`config.mk`:
```
export PLATFORM = sky130hd
export DESIGN_NAME = scv_timing_gen
export DESIGN_NICKNAME = d
export VERILOG_FILES = /design/src/rtl/scv_timing_gen.sv
export SDC_FILE = /design/constraint.sdc
export NUM_CORES = 1
export LEC_CHECK = 0
export CORE_ASPECT_RATIO = 1.1
export CORE_MARGIN = 4
export CORE_UTILIZATION = 51
export DETAILED_ROUTE_END_ITERATION = 12
export PLACE_DENSITY_LB_ADDON = 0.05
export REMOVE_ABC_BUFFERS = 1
export SETUP_SLACK_MARGIN = 0.05
export SYNTH_ARGS = -nofsm -noshare
export SYNTH_HDL_FRONTEND = slang
export SYNTH_SLANG_ARGS = --single-unit
```
`constraint.sdc`:
```
create_clock -name CLK -period 5.2 [get_ports CLK]
set_input_delay 0.52 -clock CLK [delete_from_list [all_inputs] [get_ports CLK]]
set_output_delay 0.52 -clock CLK [all_outputs]
set_load 0.01 [all_outputs]
```
`src/rtl/scv_timing_gen.sv`:
```
// Master timing source for the SCV core: four rotating CPU phase enables, video
// counters and blanking flags. Define SCV_TIMING_FRAME_CNT_EN to build the frame counter.
module scv_timing_gen #(
  parameter int LINE_CYC  = 512,
  parameter int HBL_START = 416,
  parameter int LINES     = 262,
  parameter int VBL_START = 240
) (
  input  logic                        CLK,
  input  logic                        RES,
  input  logic                        HOLD,
  output logic                        CP1_POSEDGE,
  output logic                        CP1_NEGEDGE,
  output logic                        CP2_POSEDGE,
  output logic                        CP2_NEGEDGE,
  output logic [$clog2(LINE_CYC)-1:0] HPOS,
  output logic [$clog2(LINES)-1:0]    VPOS,
  output logic                        HBL,
  output logic                        VBL,
  output logic [7:0]                  FRAME_CNT
);

  localparam int HW = $clog2(LINE_CYC);
  localparam int VW = $clog2(LINES);

  localparam logic [HW-1:0] H_LAST  = HW'(LINE_CYC - 1);
  localparam logic [HW-1:0] H_START = HW'(HBL_START);
  localparam logic [VW-1:0] V_LAST  = VW'(LINES - 1);
  localparam logic [VW-1:0] V_START = VW'(VBL_START);

  logic [1:0] ph;
  logic [3:0] cp;

  // Phase enables are registered from ph, so the first edge after reset gives CP1_POSEDGE.
  always_ff @(posedge CLK or posedge RES) begin
    if (RES) begin
      ph <= 2'd0;
      cp <= 4'b0000;
    end else begin
      cp <= 4'b0001 << ph;
      ph <= ph + 2'd1;
    end
  end

  assign CP1_POSEDGE = cp[0];
  assign CP1_NEGEDGE = cp[1];
  assign CP2_POSEDGE = cp[2];
  assign CP2_NEGEDGE = cp[3];

  logic [HW-1:0] hpos_nxt;
  logic [VW-1:0] vpos_nxt;
  logic          line_end;
  logic          frame_end;

  assign line_end  = (HPOS == H_LAST);
  assign frame_end = line_end && (VPOS == V_LAST);

  always_comb begin
    hpos_nxt = HPOS;
    vpos_nxt = VPOS;
    if (!HOLD) begin
      if (line_end) begin
        hpos_nxt = '0;
        vpos_nxt = (VPOS == V_LAST) ? '0 : VPOS + VW'(1);
      end else begin
        hpos_nxt = HPOS + HW'(1);
      end
    end
  end

  // Blanking flags are derived from the next counter values so they line up with HPOS/VPOS.
  always_ff @(posedge CLK or posedge RES) begin
    if (RES) begin
      HPOS <= '0;
      VPOS <= '0;
      HBL  <= 1'b0;
      VBL  <= 1'b0;
    end else begin
      HPOS <= hpos_nxt;
      VPOS <= vpos_nxt;
      HBL  <= (hpos_nxt >= H_START);
      VBL  <= (vpos_nxt >= V_START);
    end
  end

`ifdef SCV_TIMING_FRAME_CNT_EN
  logic [7:0] frame_q;

  always_ff @(posedge CLK or posedge RES) begin
    if (RES) begin
      frame_q <= 8'h00;
    end else if (!HOLD && frame_end) begin
      frame_q <= frame_q + 8'd1;
    end
  end

  assign FRAME_CNT = frame_q;
`else
  logic unused_frame_end;
  assign unused_frame_end = frame_end;
  assign FRAME_CNT = 8'h00;
`endif

endmodule

```
==> results_dict.tcl <==
set metrics [dict create \
    fin_nets 156 \
    routedWlPerCell_um 13.89 \
    p_clk_share_pct 29.7 \
    cp_top_family "simple AND/OR/NAND/NOR gates" \
    arrival_ns 2.43 \
    vias 914 \
    cts.htree.levels 1 \
    worst-path-buf-inv 0 \
    layout_common_cells "26 x dfrtp_1, 26 x clkdlybuf4s50_1, 9 x nor2_1" \
    post-place-cells 171 \
    fin_area_um2 1615 \
    ys_top_cells_by_area "dfrtp_1 50%, ha_1 7.6%, buf_4 4.6%, xnor2_1 2.7%, xor2_1 2.7%" \
    yosys.area.top_type "dfrtp_1" \
    die_h_um 61.18 \
    comb_power_share_pct 18.0 \
    finalClockSkew_ns 0.002889 \
    cts-root-buf "clkbuf_4" \
    p_leak_uw 0.0007693 \
    setup_viol 0 \
    crit_required_ns 5.43 \
    ioPinCount 35 \
    antenna_found_initial 0 \
    grt.total_usage_pct 14.98 \
    p_per_area_nw_per_um2 289.4 \
    syn_area_um2 1311 \
    cts_resized 0 \
    hp-class "reg2reg" \
    core_area_um2 2472 \
    yosysSeqAreaShare_pct 49.62 \
    cts_made_buffers 3 \
    drc 0 \
    place_congestion 0.7536 \
    portBuffers 26 \
    post-dp-hpwl_um 1815 \
    overflow 0 \
    dr.pass1.iters 4 \
    grt_pass1_vias 872 \
    fmax_ghz 0.4546 \
    die_x_um 56.35 \
    ctsHoldBuffers 0 \
    synthFlopType "dfrtp_1" \
    multi_input_area_um2 598.1 \
    hold_violations 0 \
    nFillCells 199 \
    internal_power_uw 342.6 \
    viasPerCell 5.223 \
    cts.sinks 26 \
    critical_path_class "reg2reg" \
    postCtsSetupBuffers 0 \
    synth-seq-cells 26 \
    yosys_warnings 0 \
    p_sw_uw 124.8 \
    ys_types 39 \
    cts_max_path_buffers 2 \
    cp_cell_sequence "ha_1 > nand3_1 > nor2_1 > ha_1 > nor2b_1 > o21ai_1 > a22o_1" \
    drv_slew 0 \
    register_area_um2 650.6 \
    drive_above_1_share_pct 7.639 \
    finalSetupTns_ns 0 \
    worstMarginPinSlew_ns 0.9680 \
    status "completed" \
    ir_worst_vdd_mv 0.3678 \
    num_rows 19 \
    p_seq_share_pct 52.3 \
    cts_tree "built" \
    post-route-period-util_pct 42.30 \
    cpPeakStageDelay_ns 0.58 \
    syn_inst 118 \
    drtIter0Drc 21 \
    syn_to_final_growth_pct 23.19 \
    ant_nets 0 \
    synth_top_cell_area_share_pct 49.62 \
    maxCapViolations 0 \
    initial_core_util_pct 53.04 \
    cpMaxStageDelayCell "nor2b_1" \
    grt_max_degree 27 \
    critPathMaxFanout 9 \
    setup_slack_ns 3.000 \
    clkTransAtPathRegs_ns 0.14 \
    clkLatencyLatePin_ns 0.32 \
    cp-start-kind "flip-flop" \
    period_minus_slack_ns 2.200 \
    grt_pass1_wl_um 4029 \
    rsz0062_at_grt "false" \
    end_kind "flip-flop" \
    antennaDiodeCount 0 \
    syn-mean-instance-area_um2 11.11 \
    fp.dieArea_um2 3447 \
    async_flop_share_pct 100.0 \
    wl_um 2431 \
    synth_edf_count 0 \
    placed_area_um2 1563 \
    relSlewSlack_pct 35.40 \
    cp_common_cell "ha_1" \
    fin_cells 175 \
    switching_share_pct 26.71 \
    post-place-ws_ns 2.943 \
]
==> metal layers <==
layer	part of all wire (%)	global-route usage (%)
met3	4.1	2.725
met4	1.2	6.780
met2	51	25.71
met5	0	0
met1	44	18.83
==> state kept, by name, indices dropped and copies added (netlist names) <==
signal and flops:
HPOS 9, cp 4, ph 2, VPOS 9
VBL 1, HBL 1
==> worst register-to-register path: stages, from the launching register on <==
cell	delay (ns)
dfrtp_1	0.43
ha_1	0.23
nand3_1	0.09
nor2_1	0.10
ha_1	0.26
nor2b_1	0.58
o21ai_1	0.16
a22o_1	0.26
==> cells in the mapped netlist, types with 2 or more instances <==
master / number
xnor2_1: 4
nand3_1: 3
nand2_1: 7
o21a_1: 2
nor2b_1: 2
o21ai_0: 4
and4b_1: 2
nor2_1: 9
nand4_1: 3
a21o_1: 3
mux2_2: 2
buf_4: 8
ha_1: 8
nand2b_1: 2
inv_1: 4
nor3_1: 3
and2_1: 2
xor2_1: 4
dfrtp_1: 26
==> power groups by stage <==
stage | Sequential [µW] | Combinational, µW | Clock [µW]
6_report | 244 | 84.3 | 139
5_1_grt | 248 | 93.6 | 150
4_1_cts | 243 | 85.4 | 143
3_5_place_dp | 247 | 85.2 | 0
3_3_place_gp | 246 | 83.3 | 0
2_1_floorplan | 252 | 31.6 | 0
==> layout make-up <==
| type | instances | area share [%] |
|---|---|---|
| sequential | 26 | 40.28 |
| multi-input combinational | 84 | 37.03 |
| timing repair buffer | 26 | 16.11 |
| tap | 31 | 2.401 |
| clock inverter | 1 | 1.859 |
| clock buffer | 3 | 1.394 |
| inverter | 4 | 0.9295 |
==> cell families after synthesis <==
logic type	count (synthesis)	synth area share, %
AOI/OAI and AO/OA	17	9.637
xor gates and xnor gates	8	5.343
adders and majority gates	8	7.634
buffers and inverters	15	6.774
DFF	26	49.62
muxes	2	1.717
other	1	0.2860
and+or+nand+nor	41	18.99
==> through the flow <==
step | util (%) | power (µW) | hold WS [ns]
5_1_grt | 65.33 | 491.6 | 0.5635
3_5_place_dp | 63.21 | 332.2 | 0.4949
2_1_floorplan | - | 283.3 | 0.4648
4_1_cts | 65.33 | 471.3 | 0.5139
3_3_place_gp | 63.21 | 329.4 | 0.4817
6_report | 65.33 | 467.5 | 0.5172
==> path summary, 6_finish.rpt <==
check	startpoint	end	slack [ns]	cells after the start
max	HPOS[0]	VPOS[2]	3.00	7
min	ph[0]	ph[0]	0.52	1
max reg2reg	HPOS[0]	VPOS[2]	3.00	7
min reg2reg	ph[0]	ph[0]	0.52	1
max in group asynchronous	RES	VPOS[4]	3.92	2
min in group asynchronous	RES	cp[3]	0.70	2
Note: power is estimated with default switching activity, not from simulation.
